File: config.mk
export PLATFORM = sky130hd
export DESIGN_NAME = msi_bus_snoop_controller
export DESIGN_NICKNAME = d
export VERILOG_FILES = /design/src/rtl/msi_pkg.sv /design/src/rtl/msi_wb_burst.sv /design/src/rtl/msi_bus_snoop_controller.sv
export SDC_FILE = /design/constraint.sdc
export NUM_CORES = 1
export LEC_CHECK = 0
export ABC_CLOCK_PERIOD_IN_PS = 2500
export CAP_MARGIN = 20
export CORE_MARGIN = 3
export CORE_UTILIZATION = 35
export DETAILED_ROUTE_END_ITERATION = 8
export GPL_TIMING_DRIVEN = 0
export PLACE_DENSITY = 0.95
export SLEW_MARGIN = 20
export SYNTH_ARGS = -nofsm -noshare
export SYNTH_HDL_FRONTEND = slang
export SYNTH_HIERARCHICAL = 1
export SYNTH_SLANG_ARGS = --single-unit
export TNS_END_PERCENT = 100
File: constraint.sdc
create_clock -name clk -period 2.5 [get_ports clk]
set_input_delay 0.5 -clock clk [delete_from_list [all_inputs] [get_ports clk]]
set_output_delay 0.5 -clock clk [all_outputs]
set_load 0.1 [all_outputs]
File: src/rtl/msi_pkg.sv
// MSI encodings, bus op encodings and the snoop FSM state type.
// Shared with the CPU-request MSI controller.
package msi_pkg;

  localparam logic [1:0] MSI_INVALID  = 2'b00;
  localparam logic [1:0] MSI_MODIFIED = 2'b01;
  localparam logic [1:0] MSI_SHARED   = 2'b10;
  localparam logic [1:0] MSI_ERROR    = 2'b11;

  localparam logic [1:0] BUS_INVALIDATE = 2'b00;
  localparam logic [1:0] BUS_WRITE_MISS = 2'b01;
  localparam logic [1:0] BUS_READ_MISS  = 2'b10;
  localparam logic [1:0] BUS_ILLEGAL    = 2'b11;

  typedef enum logic [1:0] {
    SNP_IDLE    = 2'd0,
    SNP_EVAL    = 2'd1,
    SNP_WB      = 2'd2,
    SNP_RESPOND = 2'd3
  } snoop_state_e;

  typedef struct packed {
    logic       wr;
    logic       wb;
    logic       err;
    logic [1:0] next;
  } snoop_action_t;

  // Snoop reaction for one latched request; a miss or an INVALID line leaves everything untouched.
  function automatic snoop_action_t snoop_decide(input logic [1:0] op,
                                                 input logic       hit,
                                                 input logic [1:0] line);
    snoop_action_t act;
    act = '0;
    if (hit && line != MSI_INVALID) begin
      if (line == MSI_ERROR || op == BUS_ILLEGAL) begin
        act.err = 1'b1;
      end else if (line == MSI_SHARED) begin
        if (op != BUS_READ_MISS) begin
          act.wr   = 1'b1;
          act.next = MSI_INVALID;
        end
      end else if (op == BUS_READ_MISS) begin
        act.wr   = 1'b1;
        act.wb   = 1'b1;
        act.next = MSI_SHARED;
      end else if (op == BUS_WRITE_MISS) begin
        act.wr   = 1'b1;
        act.wb   = 1'b1;
        act.next = MSI_INVALID;
      end else begin
        act.err = 1'b1;
      end
    end
    return act;
  endfunction

endpackage

File: src/rtl/msi_wb_burst.sv
// Dirty-block write-back streamer: walks the data array one word per
// accepted handshake and flags the final word.
module msi_wb_burst #(
  parameter int unsigned WORD_WIDTH      = 32,
  parameter int unsigned WORDS_PER_BLOCK = 4,
  parameter int unsigned IDX_W           = $clog2(WORDS_PER_BLOCK)
) (
  input  logic                  clk,
  input  logic                  rst,
  input  logic                  i_start,
  input  logic                  i_wb_ready,
  input  logic [WORD_WIDTH-1:0] i_rd_word,
  output logic [IDX_W-1:0]      o_rd_idx,
  output logic                  o_wb_valid,
  output logic [WORD_WIDTH-1:0] o_wb_data,
  output logic                  o_wb_last,
  output logic                  o_done
);

  logic             r_active;
  logic [IDX_W-1:0] r_cnt;
  logic             w_valid;
  logic             w_fire;
  logic             w_last;

  assign w_valid = r_active && !rst;
  assign w_fire  = w_valid && i_wb_ready;
  assign w_last  = (r_cnt == IDX_W'(WORDS_PER_BLOCK - 1));

  // Counter only moves on a handshake, so data/index/last hold through stalls.
  always_ff @(posedge clk) begin
    if (rst) begin
      r_active <= 1'b0;
      r_cnt    <= '0;
    end else if (i_start) begin
      r_active <= 1'b1;
      r_cnt    <= '0;
    end else if (w_fire) begin
      if (w_last) begin
        r_active <= 1'b0;
        r_cnt    <= '0;
      end else begin
        r_cnt <= r_cnt + IDX_W'(1);
      end
    end
  end

  assign o_rd_idx   = rst ? '0 : r_cnt;
  assign o_wb_valid = w_valid;
  assign o_wb_data  = w_valid ? i_rd_word : '0;
  assign o_wb_last  = w_valid && w_last;
  assign o_done     = w_fire && w_last;

endmodule

File: src/rtl/msi_bus_snoop_controller.sv
// Snoop-side MSI controller: reacts to other cores' bus requests against the
// local line, flushing a MODIFIED block before committing the new state.
module msi_bus_snoop_controller
  import msi_pkg::*;
#(
  parameter int unsigned WORD_WIDTH      = 32,
  parameter int unsigned WORDS_PER_BLOCK = 4,
  parameter int unsigned IDX_W           = $clog2(WORDS_PER_BLOCK)
) (
  input  logic                  clk,
  input  logic                  rst,
  input  logic                  snoop_valid,
  output logic                  snoop_ready,
  input  logic [1:0]            snoop_op,
  input  logic                  snoop_hit,
  input  logic [1:0]            line_state_in,
  output logic [IDX_W-1:0]      data_rd_idx,
  input  logic [WORD_WIDTH-1:0] data_rd_word,
  output logic                  wb_valid,
  input  logic                  wb_ready,
  output logic [WORD_WIDTH-1:0] wb_data,
  output logic                  wb_last,
  output logic                  abort_mem_access,
  output logic                  state_wr_en,
  output logic [1:0]            state_next,
  output logic                  snoop_done,
  output logic                  snoop_error
);

  snoop_state_e  r_state;
  snoop_state_e  w_state_nxt;
  logic [1:0]    r_op;
  logic          r_hit;
  logic [1:0]    r_line;
  snoop_action_t r_act;
  snoop_action_t w_eval;
  logic          w_accept;
  logic          w_burst_start;
  logic          w_burst_done;

  assign w_eval = snoop_decide(r_op, r_hit, r_line);

  // State register plus request latch and the decision made in EVAL.
  always_ff @(posedge clk) begin
    if (rst) begin
      r_state <= SNP_IDLE;
      r_op    <= '0;
      r_hit   <= 1'b0;
      r_line  <= '0;
      r_act   <= '0;
    end else begin
      r_state <= w_state_nxt;
      if (w_accept) begin
        r_op   <= snoop_op;
        r_hit  <= snoop_hit;
        r_line <= line_state_in;
      end
      if (r_state == SNP_EVAL) begin
        r_act <= w_eval;
      end
    end
  end

  // Next state and control outputs; everything is forced low while rst is high.
  always_comb begin
    w_state_nxt      = r_state;
    snoop_ready      = 1'b0;
    w_accept         = 1'b0;
    w_burst_start    = 1'b0;
    abort_mem_access = 1'b0;
    snoop_done       = 1'b0;
    state_wr_en      = 1'b0;
    state_next       = MSI_INVALID;
    snoop_error      = 1'b0;
    if (!rst) begin
      case (r_state)
        SNP_IDLE: begin
          snoop_ready = 1'b1;
          w_accept    = snoop_valid;
          if (snoop_valid) begin
            w_state_nxt = SNP_EVAL;
          end
        end
        SNP_EVAL: begin
          abort_mem_access = w_eval.wb;
          w_burst_start    = w_eval.wb;
          w_state_nxt      = w_eval.wb ? SNP_WB : SNP_RESPOND;
        end
        SNP_WB: begin
          abort_mem_access = 1'b1;
          if (w_burst_done) begin
            w_state_nxt = SNP_RESPOND;
          end
        end
        SNP_RESPOND: begin
          abort_mem_access = r_act.wb;
          snoop_done       = 1'b1;
          state_wr_en      = r_act.wr;
          state_next       = r_act.wr ? r_act.next : MSI_INVALID;
          snoop_error      = r_act.err;
          w_state_nxt      = SNP_IDLE;
        end
        default: w_state_nxt = SNP_IDLE;
      endcase
    end
  end

  msi_wb_burst #(
    .WORD_WIDTH     (WORD_WIDTH),
    .WORDS_PER_BLOCK(WORDS_PER_BLOCK),
    .IDX_W          (IDX_W)
  ) u_wb_burst (
    .clk       (clk),
    .rst       (rst),
    .i_start   (w_burst_start),
    .i_wb_ready(wb_ready),
    .i_rd_word (data_rd_word),
    .o_rd_idx  (data_rd_idx),
    .o_wb_valid(wb_valid),
    .o_wb_data (wb_data),
    .o_wb_last (wb_last),
    .o_done    (w_burst_done)
  );

endmodule
==> impl_results.md, run 1 <==
* Fmax at just over 400 MHz
* Maximum buffer depth of the clock tree at 2
* Multi-input logic area at roughly 730 um^2
* Vias/cell at ~4.8
* CP max stage cell: dfxtp_1
* CP max stage delay at about 0.35 ns
* R2r worst-path depth at 6
* Status: finished, final reports clean
* Worst-Skew Late Latency at between 0.2 and 0.3 ns
* Commonest non-fill, non-tap cells in the layout: clkdlybuf4s50_1 (39), and2_1 (29), buf_2 (28), dfxtp_1 (14)
* Post-Syn Area at between 0.001 and 0.0015 mm^2
* Worst Setup EP: abort_mem_access
* Reg-to-Reg End: u_wb_burst/r_cnt[1]$_SDFFE_PP0P_
* Hold Vio Cnt, Final at 0
* Cells after synthesis at roughly 130
* Cell depth of the worst hold path at 2
* Post-route DRC at 0
* Die Ht at just over 60 um
* PortBufs at between 80 and 90
* Root Driver: clkbuf_4
* # fillers at 257
* Setup-failing EPs final at 0
* Final WS setup at roughly 0.08 ns
* Post-synthesis sequential element count at 14
* Chip width at 60.77 um
* Wire length per cell at between 10 and 15 um
* Crit path required time at 2.00 ns
* I/O pins at 84
* Startpoint Class: flip-flop
* Yosys top cell area share at 0.2670
* Syn Nets at ~180
* Syn Area/Cell at just over 8 um^2
* Worst min-delay path class: flip-flop to flip-flop
* Leakage at 0.0008571 uW
* R2R setup slack at 0.85 ns
* Worst-path cell chain: ha_1 -> and4bb_2 -> nand3_1 -> a211oi_4 -> buf_6
* Max-cap check violation count at 0
* CTS Sinks at 14
* ANT nets after route at 0
* GP Congestion at approximately 0.84
* CP max FO at 4
* Metal3 WL at about 230 um
* Worst ir drop on vdd at about 0.00063 V
* RSZ-0062 raised after global routing: false
* Total Die Area at roughly 0.0037 mm^2
* GR Util All Layers at 0.1787
* Worst flop-to-flop path startpoint: r_op[0]$_SDFFE_PP0P_
* CTS tree: done
* Rel. slew slack at 0.3644
* Place WS at -0.9444 ns
* Final worst-path cycle share at 0.9672
* Arrival time worst endpoint at 1.92 ns
* Clock-pin slew on the worst setup and hold paths at ~0.09 ns
* DR pass1 iterations at 4
* First-pass GRT wire length at just over 5000 um
* Vias at ~1200
* WL met2 at approximately 1600 um
* Clock skew at 0.006382 ns
* Top routing layer in use: met4
* Dpl hpwl at between 2000 and 3000 um
* GRT Residual Overflow at 0
* Synth warn at 6
* N_diodes at 0
* First DRT Iteration DRCs at 33
* Synth cell types at 30
* Crit. End Element: output port
* H-tree depth at 1
* Number of global-route vias before repair at 1057
* Routed WL at approximately 3200 um
* Min Clock Period, post-route at 2.418 ns
* Wire length on met1 at around 1300 um
* Most common cell after layout, fill and taps aside: clkdlybuf4s50_1
* Min-Delay Startpoint: r_act[2]$_SDFFE_PP0N_
* Initial antenna violation count at 0
* # Post-CTS Setup Buffers at 0
* Ranking of synthesized cells by area: dfxtp_1 (27%), and2_1 (18%), ha_1 (9.5%)
* PwrDens at about 510 mW/mm^2
* Post-synthesis sequential area ratio at 0.2670
* First element of the critical path: r_op[0]$_SDFFE_PP0P_
* Number of buffers created by CTS at 3
* Initial Utilization at 0.3742
* CP Class: flip-flop to output port
* Layout cells sized above 1 at 0.2930
* Row Count at 19
* Final core area utilization at 0.6561
* Largest net degree at the start of global routing at 11
* Max-slew violation count at 0
* Fraction of registers with async set/reset at 0
* Final #Nets at approximately 270
* Least-Margin Pin Slew at about 0.96 ns
* Number of flops mapped to enable cells by yosys at 0
* Ys flop type: dfxtp_1
* Core Region at 0.002805 mm^2
* Yosys top cell by area: dfxtp_1
* Seq. cell area at 280.3 um^2
* Layout area overhead at 75.33%
[layout make-up]
cell class,instances,share of cell area
multi-input cells,105,0.3977
repair buffers,82,0.3746
flip-flops and latches,14,0.1523
plain buffers,5,0.02447
well taps,31,0.02107
clock buffers,4,0.01971
inverters,5,0.01020
[power breakdown]
group          internal, uW  switching (uW)  total, uW
Combinational           203             268        471
Clock                  88.4            72.9        161
Sequential              267            43.8        311
Total                   559             385        944
[Yosys cell counts, drive strengths merged, types with 2 or more instances]
cell type / n
and2: 35
dfxtp: 14
a21oi: 10
ha: 8
nand2: 8
nand3: 7
inv: 5
nor2b: 5
a21boi: 4
and3: 4
buf: 4
nand2b: 4
nor2: 4
o21a: 3
a211oi: 2
nor3: 2
[worst max-delay path, delay by kind of cell (launching register included)]
family,cells,cell delay (ns)
AOI/OAI and AO/OA,1,0.28
DFF,1,0.35
and+or+nand+nor,2,0.51
adders and majority gates,1,0.24
buffers and inverters,1,0.26
[state kept, by name (all words and copies together), names as in the netlist]
signal	flops
r_act	4
r_line	2
r_op	2
r_state	2
u_wb_burst/r_cnt	2
r_hit	1
u_wb_burst/r_active	1
[worst min path at each step]
stage          slack (ns)                    end
2_1_floorplan        0.44  r_act[1]$_SDFFE_PP0N_
3_3_place_gp         0.45  r_act[2]$_SDFFE_PP0N_
3_5_place_dp         0.46  r_act[1]$_SDFFE_PP0N_
4_1_cts              0.47  r_act[1]$_SDFFE_PP0N_
5_1_grt              0.49  r_act[1]$_SDFFE_PP0N_
6_report             0.47  r_act[2]$_SDFFE_PP0N_
[through the flow]
stage | TNS (ns) | cell area, um^2 | instances | power [uW] | hold slack [ns]
after global routing | 0 | 1841 | 246 | 1013 | 0.4864
after CTS | 0 | 1837 | 246 | 946.2 | 0.4699
after floorplan | 0 | 1076 | 129 | 639.2 | 0.4410
after global placement | -34.67 | 1936 | 242 | 770.4 | 0.4529
final | 0 | 1841 | 246 | 943.8 | 0.4671
after detailed placement | -35.06 | 1936 | 242 | 782.1 | 0.4566
[metal layers]
| layer | up-vias | track usage |
|---|---|---|
| met1 | 516 | 0.2148 |
| met3 | 8 | 0.04043 |
| met4 | 0 | 0.05882 |
| met5 | - | 0 |
| met2 | 48 | 0.3130 |
| li1 | 602 | - |
[what timing repair did]
item,4_1_cts,5_1_grt
hold endpoints to repair,0,0
endpoints found under the setup margin,42,1
hold buffers,0,0
gates resized for setup,186,1
[logic make-up (layout without fill, tap and decap cells)]
group	count (synthesis)	count (layout)	share of synthesized area
AO/OA/AOI/OAI	22	22	0.1454
adder cells (fa/ha/maj)	8	8	0.09536
buffers and inverters	10	96	0.06079
flip-flops	14	14	0.2670
other	1	1	0.003572
AND/OR/NAND/NOR	74	74	0.4279
(Power assumes the default switching activity.)
==> run 2: changes to the inputs <==
--- a/config.mk
+++ b/config.mk
@@ -12,6 +12,7 @@
 export DETAILED_ROUTE_END_ITERATION = 8
 export GPL_TIMING_DRIVEN = 0
 export PLACE_DENSITY = 0.95
+export SKIP_LAST_GASP = 1
 export SLEW_MARGIN = 20
 export SYNTH_ARGS = -nofsm -noshare
 export SYNTH_HDL_FRONTEND = slang
==> results of run 2 <==
No change in the layout: final DEF, timing and power equal those of run 1.
Among the figures that moved: number of gates resized after CTS 186 -> 185
